`src/rtl/pulse_arbiter_if.sv`:
```
// Registered valid/ready pulse stream from the arbiter to the pulse FIFO write port.
// The master drives a tagged pulse; the slave answers with out_ready.
interface pulse_arbiter_if #(
  parameter int SID_BITS = 2
);
  logic                out_valid;
  logic [31:0]         out_ts;
  logic [15:0]         out_length;
  logic [SID_BITS-1:0] out_sensor;
  logic                out_ready;

  modport master (
    output out_valid, out_ts, out_length, out_sensor,
    input  out_ready
  );

  modport slave (
    input  out_valid, out_ts, out_length, out_sensor,
    output out_ready
  );
endinterface

```
`src/rtl/pulse_arbiter.sv`:
```
// Buffers one pulse per sensor and merges them round-robin into a single
// registered valid/ready stream, counting pulses lost to slot overrun.
module pulse_arbiter #(
  parameter int N_SENSORS = 4,
  parameter int SID_BITS  = 2
) (
  input  logic                    clk,
  input  logic                    reset,
  input  logic [N_SENSORS-1:0]    pulse_strb,
  input  logic [32*N_SENSORS-1:0] pulse_ts,
  input  logic [16*N_SENSORS-1:0] pulse_len,
  input  logic                    clear_drops,
  output logic [15:0]             drop_count,
  output logic [N_SENSORS-1:0]    drop_flags,
  pulse_arbiter_if.master         out_bus
);

  logic                slot_full_reg [N_SENSORS];
  logic [31:0]         slot_ts_reg   [N_SENSORS];
  logic [15:0]         slot_len_reg  [N_SENSORS];
  logic [SID_BITS-1:0] rr_reg;

  logic                out_valid_reg;
  logic [31:0]         out_ts_reg;
  logic [15:0]         out_len_reg;
  logic [SID_BITS-1:0] out_sensor_reg;

  logic [15:0]          drop_count_reg, drop_count_next;
  logic [N_SENSORS-1:0] drop_flags_reg, drop_flags_next;

  logic                 out_free;
  logic                 grant_any;
  logic [SID_BITS-1:0]  grant_idx;
  logic [N_SENSORS-1:0] take;
  logic [N_SENSORS-1:0] accept;
  logic [N_SENSORS-1:0] drop;

  assign out_free = !out_valid_reg || out_bus.out_ready;

  // Round-robin search starting one past the last granted sensor.
  always_comb begin
    int                  cand;
    logic [SID_BITS-1:0] cand_idx;
    grant_any = 1'b0;
    grant_idx = '0;
    cand      = 0;
    cand_idx  = '0;
    for (int off = 1; off <= N_SENSORS; off++) begin
      cand     = (int'(rr_reg) + off) % N_SENSORS;
      cand_idx = SID_BITS'(cand);
      if (!grant_any && slot_full_reg[cand_idx]) begin
        grant_any = 1'b1;
        grant_idx = cand_idx;
      end
    end
  end

  generate
    for (genvar gi = 0; gi < N_SENSORS; gi++) begin : g_slot
      assign take[gi]   = out_free && grant_any && (grant_idx == SID_BITS'(gi));
      // A slot being emptied by this cycle's grant may accept a new pulse.
      assign accept[gi] = pulse_strb[gi] && (!slot_full_reg[gi] || take[gi]);
      assign drop[gi]   = pulse_strb[gi] && !accept[gi];

      always_ff @(posedge clk or posedge reset) begin
        if (reset) begin
          slot_full_reg[gi] <= 1'b0;
          slot_ts_reg[gi]   <= '0;
          slot_len_reg[gi]  <= '0;
        end else if (accept[gi]) begin
          slot_full_reg[gi] <= 1'b1;
          slot_ts_reg[gi]   <= pulse_ts[32*gi +: 32];
          slot_len_reg[gi]  <= pulse_len[16*gi +: 16];
        end else if (take[gi]) begin
          slot_full_reg[gi] <= 1'b0;
        end
      end
    end
  endgenerate

  always_ff @(posedge clk or posedge reset) begin
    if (reset) begin
      out_valid_reg  <= 1'b0;
      out_ts_reg     <= '0;
      out_len_reg    <= '0;
      out_sensor_reg <= '0;
      rr_reg         <= SID_BITS'(N_SENSORS - 1);
    end else if (out_free) begin
      if (grant_any) begin
        out_valid_reg  <= 1'b1;
        out_ts_reg     <= slot_ts_reg[grant_idx];
        out_len_reg    <= slot_len_reg[grant_idx];
        out_sensor_reg <= grant_idx;
        rr_reg         <= grant_idx;
      end else begin
        out_valid_reg  <= 1'b0;
      end
    end
  end

  // Clear applies first so same-cycle drops are still recorded.
  always_comb begin
    logic [16:0] drop_sum;
    drop_sum = clear_drops ? 17'd0 : {1'b0, drop_count_reg};
    for (int i = 0; i < N_SENSORS; i++) begin
      drop_sum = drop_sum + 17'(drop[i]);
    end
    drop_count_next = drop_sum[16] ? 16'hFFFF : drop_sum[15:0];
    drop_flags_next = (clear_drops ? '0 : drop_flags_reg) | drop;
  end

  always_ff @(posedge clk or posedge reset) begin
    if (reset) begin
      drop_count_reg <= '0;
      drop_flags_reg <= '0;
    end else begin
      drop_count_reg <= drop_count_next;
      drop_flags_reg <= drop_flags_next;
    end
  end

  assign out_bus.out_valid  = out_valid_reg;
  assign out_bus.out_ts     = out_ts_reg;
  assign out_bus.out_length = out_len_reg;
  assign out_bus.out_sensor = out_sensor_reg;
  assign drop_count         = drop_count_reg;
  assign drop_flags         = drop_flags_reg;

endmodule
```
`src/flat_wrapper.sv`:
```
// flat-port wrapper written by rule: the top's interface ports become plain ports
module pulse_arbiter_flat 
#(
  parameter int N_SENSORS = 4,
  parameter int SID_BITS  = 2
)
  (clk, reset, pulse_strb, pulse_ts, pulse_len, clear_drops, drop_count, drop_flags, out_bus_out_valid, out_bus_out_ts, out_bus_out_length, out_bus_out_sensor, out_bus_out_ready);
  pulse_arbiter_if #(.SID_BITS(SID_BITS)) out_bus_i ();
  input  logic clk;
  input  logic reset;
  input  logic [N_SENSORS-1:0] pulse_strb;
  input  logic [32*N_SENSORS-1:0] pulse_ts;
  input  logic [16*N_SENSORS-1:0] pulse_len;
  input  logic clear_drops;
  output logic [15:0] drop_count;
  output logic [N_SENSORS-1:0] drop_flags;
  output wire logic [$bits(out_bus_i.out_valid)-1:0] out_bus_out_valid;
  output wire logic [$bits(out_bus_i.out_ts)-1:0] out_bus_out_ts;
  output wire logic [$bits(out_bus_i.out_length)-1:0] out_bus_out_length;
  output wire logic [$bits(out_bus_i.out_sensor)-1:0] out_bus_out_sensor;
  input wire logic [$bits(out_bus_i.out_ready)-1:0] out_bus_out_ready;
  assign out_bus_out_valid = out_bus_i.out_valid;
  assign out_bus_out_ts = out_bus_i.out_ts;
  assign out_bus_out_length = out_bus_i.out_length;
  assign out_bus_out_sensor = out_bus_i.out_sensor;
  assign out_bus_i.out_ready = out_bus_out_ready;
  pulse_arbiter #(.N_SENSORS(N_SENSORS), .SID_BITS(SID_BITS)) u_core (.clk(clk), .reset(reset), .pulse_strb(pulse_strb), .pulse_ts(pulse_ts), .pulse_len(pulse_len), .clear_drops(clear_drops), .drop_count(drop_count), .drop_flags(drop_flags), .out_bus(out_bus_i));
endmodule
```
`config.mk`:
```
export PLATFORM = sky130hd
export DESIGN_NAME = pulse_arbiter_flat
export DESIGN_NICKNAME = d
export VERILOG_FILES = /design/src/rtl/pulse_arbiter_if.sv /design/src/rtl/pulse_arbiter.sv /design/src/flat_wrapper.sv
export SDC_FILE = /design/constraint.sdc
export NUM_CORES = 1
export LEC_CHECK = 0
export CORE_UTILIZATION = 35
export CTS_CLUSTER_SIZE = 40
export DETAILED_ROUTE_END_ITERATION = 10
export MAX_ROUTING_LAYER = met4
export PLACE_DENSITY_LB_ADDON = 0.1
export REMOVE_ABC_BUFFERS = 1
export SLEW_MARGIN = 20
export SYNTH_ARGS = -nofsm -noshare
export SYNTH_HDL_FRONTEND = slang
export SYNTH_SLANG_ARGS = --single-unit
```
`constraint.sdc`:
```
create_clock -name clk -period 9.8 [get_ports clk]
set_input_delay 1.47 -clock clk [delete_from_list [all_inputs] [get_ports clk]]
set_output_delay 1.47 -clock clk [all_outputs]
set_load 0.02 [all_outputs]
```
* Word level (Yosys, flattened, before mapping)
Index checks and enable logic that the tools add are counted.
Word-level totals: register bits 269
Operators by class: $add $sub $neg 8, $lt $le $gt $ge 5, equal/unequal tests 3, multiplexer cells 38, bitwise gates (word level) 6, reductions and logical operators 39
Operators by type and width (count):
- 17-bit by 1-bit adder with 17-bit output | 4
- 32-bit binary-select mux with 2-bit select | 1
- 16-bit two-way mux | 4
- 32-bit two-way mux | 2
- 16-bit binary-select mux with 2-bit select | 1
- 1-bit two-way mux | 21
- 1-bit logical AND | 16
- 3-bit >= comparator (second input constant) | 5
- 2-bit NOT with 3-bit output | 5
- 1-bit logical NOT | 12
- 1-bit binary-select mux with 2-bit select | 4
- 2-bit two-way mux | 4
- 2-bit nonzero test | 4
- 1-bit logical OR | 5
- 2-bit by 1-bit adder with 2-bit output (second input constant) | 2
- 2-bit adder (second input constant) | 2
- 2-bit equality test (second input constant) | 2
- 4-bit two-way mux | 1
- 4-bit bitwise OR | 1
- 2-bit by 1-bit equality test with 1-bit output (second input constant) | 1
- 2-bit logical NOT | 1
- 2-bit AND reduction | 1

* Depth between registers and ports, before layout
word-level depth 26, depth in mapped cells 17, mapped depth without buffers 14

* Worst setup path before layout
OpenSTA, ideal clock, no wires.
kind input port to flip-flop, start in out_bus_out_ready, end reg u_core.drop_count_reg[10] (netlist: u_core.drop_count[10]), library setup time 139 ps, data arrival time 4512 ps, setup slack 5149 ps, stages 14, path buffers 3, cells stage by stage nand2b_1 -> nor2b_1 -> clkbuf_1 -> a21boi_2 -> buf_2 -> nand2_1 -> fa_1 -> inv_1 -> fa_1 -> fa_1 -> nand4b_1 -> or4_1 -> clkbuf_1 -> o21ai_0
On the way: longest elaborated chain between the ends 12
RTL lines:
- start: declaration | line flat_wrapper.sv:21 | input wire logic [$bits(out_bus_i.out_ready)-1:0] out_bus_out_ready;
- 1-bit logical OR (*) | line pulse_arbiter.sv:38 | assign out_free = !out_valid_reg || out_bus.out_ready;
- 1-bit logical AND (*) | line pulse_arbiter.sv:60 | assign take[gi] = out_free && grant_any && (grant_idx == SID_BITS'(gi));
- 1-bit logical AND | line pulse_arbiter.sv:60
- 1-bit logical OR | line pulse_arbiter.sv:62 | assign accept[gi] = pulse_strb[gi] && (!slot_full_reg[gi] || take[gi]);
- 1-bit logical AND | line pulse_arbiter.sv:62
- 1-bit logical NOT | line pulse_arbiter.sv:63 | assign drop[gi] = pulse_strb[gi] && !accept[gi];
- 1-bit logical AND | line pulse_arbiter.sv:63
- 17-bit by 1-bit adder with 17-bit output (3 in series) | line pulse_arbiter.sv:106 | drop_sum = drop_sum + 17'(drop[i]);
- 17-bit by 1-bit adder with 17-bit output (*) | line pulse_arbiter.sv:106
- 16-bit two-way mux (*) | line pulse_arbiter.sv:108 | drop_count_next = drop_sum[16] ? 16'hFFFF : drop_sum[15:0];
- named net u_core.drop_count_next[10] | line pulse_arbiter.sv:28 | logic [15:0] drop_count_reg, drop_count_next;
- end signal: assignment | line pulse_arbiter.sv:117 | drop_count_reg <= drop_count_next;
- end: declaration | line pulse_arbiter.sv:28
Mark *: on every way through the listed nets, which the timed path passes. The rest lies on a longest branch. A chain may end at the register's enable or synchronous reset.

* Worst setup path in the final report
start in out_bus_out_ready, end reg u_core.drop_count_reg[5] (netlist: u_core.drop_count[5])
The elaborated chain is that of the path after synthesis.

==> reports/qor.txt <==
Status - finished, final reports clean
GRT Total Usage - 0.2314
Routed WL - 41,210 um
Max VDD drop - 213.2 uV
WL/cell - 21.50 um
CTS resizes - 0
Sw Ratio - 0.3846
Die Ht - 191.3 um
Clock power frac - 0.199
Core area - 34,880 um2
Sequential cell area fraction in the yosys report - 0.5370
Area growth, synth to finish - 31.41%
Internal cell power - 3.360 mW
Worst-Margin Slew - 0.9535 ns
Initial antenna violation count - 2
Place WS - 4.190 ns
Max Cap Viol - 0
Leak - 7.220 nW
Cells after Synth - 1,228
Worst setup path end - u_core.drop_count[5]
Library cells used by synthesis - 46
Root Buffer - clkbuf_16
Post-route cell area - 16,480 um2
Post-Place Cell Area - 15,530 um2
Post-CTS Hold Buffers - 0
Synthesis Warnings - 0
H-tree levels - 1
Bufs on Longest Clock Path - 3
Largest register FFs - 128
Logic gate share of total power - 0.450
Crit path required time - 10.21 ns
Clock tree from TritonCTS - done
Final setup TNS - 0 ns
Hold_ws - 0.4807 ns
Final net count - 1,642
Rows - 68
Grt ovf - 0
Net Sw Power - 2.100 mW
GP Congestion - 0.7637
Post-route setup slack - 4.777 ns
Largest net degree at the start of global routing - 120
Ys flop type - dfrtp_1
Final period utilization - 0.5126
Via count - 10,273
First-pass GRT wire length - 62,780 um
Crit-path max FO - 51
Drt first pass iters - 5
Fmax achieved - 199.1 MHz
Utilization after layout - 0.4724
Antenna Violating Nets Remaining - 0
Initial DRC Count - 718
Vias in the first global route - 10,394
Max-slew violations - 0
Boundary pin count - 271
Syn Area/Cell - 10.21 um2
PD cells - 331.4 nW/um2
CP arrival - 5.44 ns
Slew HR - 0.3643
RSZ-0062 raised after global routing - false
Final Hold Vio Count - 0
Sequential power share - 0.350
Worst clock skew - 0.009272 ns
Reg2reg path depth - 13
Buffers on Ports - 270
Placed cells - 1,860
FF-to-FF End - u_core.drop_count[5]
Worst-path clk slew - 0.06 ns
Yosys reg bits - 269
Vias per cell - 5.359
Async set-reset flop share out of synthesis - 1.000
Post-CTS Setup Repair Bufs - 0
Mapped cell area - 12,540 um2
Startpoint types - input port
DIE WIDTH - 191.3 um
Design Power - 5.461 mW
R2R Path Start - u_core.rr_reg[0]
Worst skew pair latency - 0.57 ns
Share of cells above drive strength 1 - 0.1137
Crit path launch - out_bus_out_ready
Setup CP Type - in2reg
CTS Sinks - 269
Endpoint class of the critical path - register
Residual DRC - 0
R2R Setup Slk - 5.38 ns
Final std cells w/o fill - 1,917
Initial core utilization - 0.3595
CTS Buf Count - 31
Final setup vio count - 0
Post-synth EDFFs - 0
Detailed placement HPWL - 24,360 um
Die area - 36,590 um2
Final min period - 5.023 ns
Hold crit path type - reg2reg
how the worst min path moves through the flow:
stage	from	cells past startpoint	end	slack, ns
floorplan	u_core.slot_len_reg[50]	1	u_core.slot_len_reg[50]	0.46
global placement	u_core.slot_ts_reg[99]	1	u_core.slot_ts_reg[99]	0.48
detailed placement	u_core.out_bus.out_sensor[1]	2	u_core.out_bus.out_sensor[1]	0.47
CTS	u_core.out_bus.out_sensor[1]	2	u_core.out_bus.out_sensor[1]	0.49
global route	u_core.out_bus.out_sensor[1]	2	u_core.out_bus.out_sensor[1]	0.50
finish	u_core.out_bus.out_sensor[1]	2	u_core.out_bus.out_sensor[1]	0.48
power by group through the flow:
stage | Combinational (mW) | Sequential, mW | Clock [mW]
after floorplan | 1.58 | 1.96 | 0
after detailed placement | 2.47 | 1.92 | 0
after global placement | 2.43 | 1.91 | 0
after CTS | 2.48 | 1.91 | 1.12
final | 2.46 | 1.91 | 1.09
after global routing | 2.68 | 1.97 | 1.15
worst max-delay path, cell delays in order:
cell and delay [ns]:
clkdlybuf4s50_1 0.39, nand2b_1 0.24, nor2b_4 0.18, a21boi_4 0.14, buf_4 0.52, nand2_1 0.14, fa_1 0.51, inv_1 0.06
fa_1 0.46, fa_1 0.43, nand4b_1 0.25, or4_1 0.46, o21ai_0 0.17
kinds of logic (layout without fill, tap and decap cells):
group | after synthesis | in the layout | share of synthesized area
other cells | 0 | 2 | 0
buf+inv | 124 | 356 | 0.04231
xor+xnor | 10 | 10 | 0.006985
mux | 146 | 146 | 0.1261
fa+ha+maj | 4 | 4 | 0.005787
flops | 269 | 269 | 0.5370
simple gates | 455 | 455 | 0.1560
compound gates | 220 | 220 | 0.1258
layout make-up:
type | count | area [um2]
Fill cell | 3357 | 18410
Sequential cell | 269 | 6734
Multi-Input combinational cell | 835 | 5336
Timing Repair Buffer | 292 | 2856
Clock buffer | 50 | 907.1
Tap cell | 455 | 569.3
Inverter | 9 | 41.29
Clock inverter | 5 | 28.78
Antenna cell | 2 | 5.005
per-layer routing:
| metal | share of wire | track usage | vias up |
|---|---|---|---|
| li1 | - | - | 4789 |
| met1 | 0.46 | 0.3179 | 5123 |
| met2 | 0.47 | 0.3604 | 302 |
| met3 | 0.050 | 0.02864 | 59 |
| met4 | 0.026 | 0.06227 | 0 |
| met5 | 0 | - | - |
cell usage in the layout, fill, tap and decap left out, types with 3 or more instances in the layout:
cell | netlist | layout
xor2_1 | 3 | 3
nand2_1 | 306 | 304
xnor2_1 | 7 | 7
o22ai_1 | 144 | 144
a221o_1 | 48 | 48
clkinv_2 | 0 | 4
clkdlybuf4s50_1 | 0 | 267
clkbuf_1 | 74 | 13
o21ai_0 | 10 | 10
buf_4 | 7 | 21
dfrtp_1 | 267 | 267
or2_2 | 5 | 5
mux2_1 | 20 | 20
nand4_1 | 3 | 3
clkbuf_16 | 0 | 31
and3_1 | 5 | 4
a21oi_1 | 4 | 4
inv_1 | 9 | 8
nor2b_1 | 7 | 6
buf_2 | 19 | 3
nand3_1 | 99 | 99
nand2b_1 | 10 | 7
a22o_1 | 3 | 3
mux2_2 | 76 | 76
clkbuf_8 | 0 | 6
fa_1 | 3 | 3
nor2_1 | 5 | 5
mux2i_1 | 50 | 50
cell usage after synthesis (all sizes together), types with 3 or more instances:
library cell | number | area [um2]
a21oi | 4 | 20.02
a221o | 48 | 480.5
o21ai | 11 | 55.05
o22ai | 144 | 900.9
nor2b | 7 | 43.79
nor2 | 5 | 18.77
or2 | 5 | 31.28
mux2i | 50 | 500.5
nand4 | 3 | 18.77
dfrtp | 267 | 6681
nand3 | 99 | 495.5
xnor2 | 7 | 61.31
and3 | 5 | 31.28
mux2 | 96 | 1081
inv | 9 | 33.78
xor2 | 3 | 26.28
fa | 3 | 60.06
nand2 | 306 | 1149
and2 | 3 | 18.77
clkbuf | 74 | 277.8
buf | 41 | 219.0
a22o | 3 | 26.28
nand2b | 10 | 62.56
Note: power is estimated with default switching activity, not from simulation.
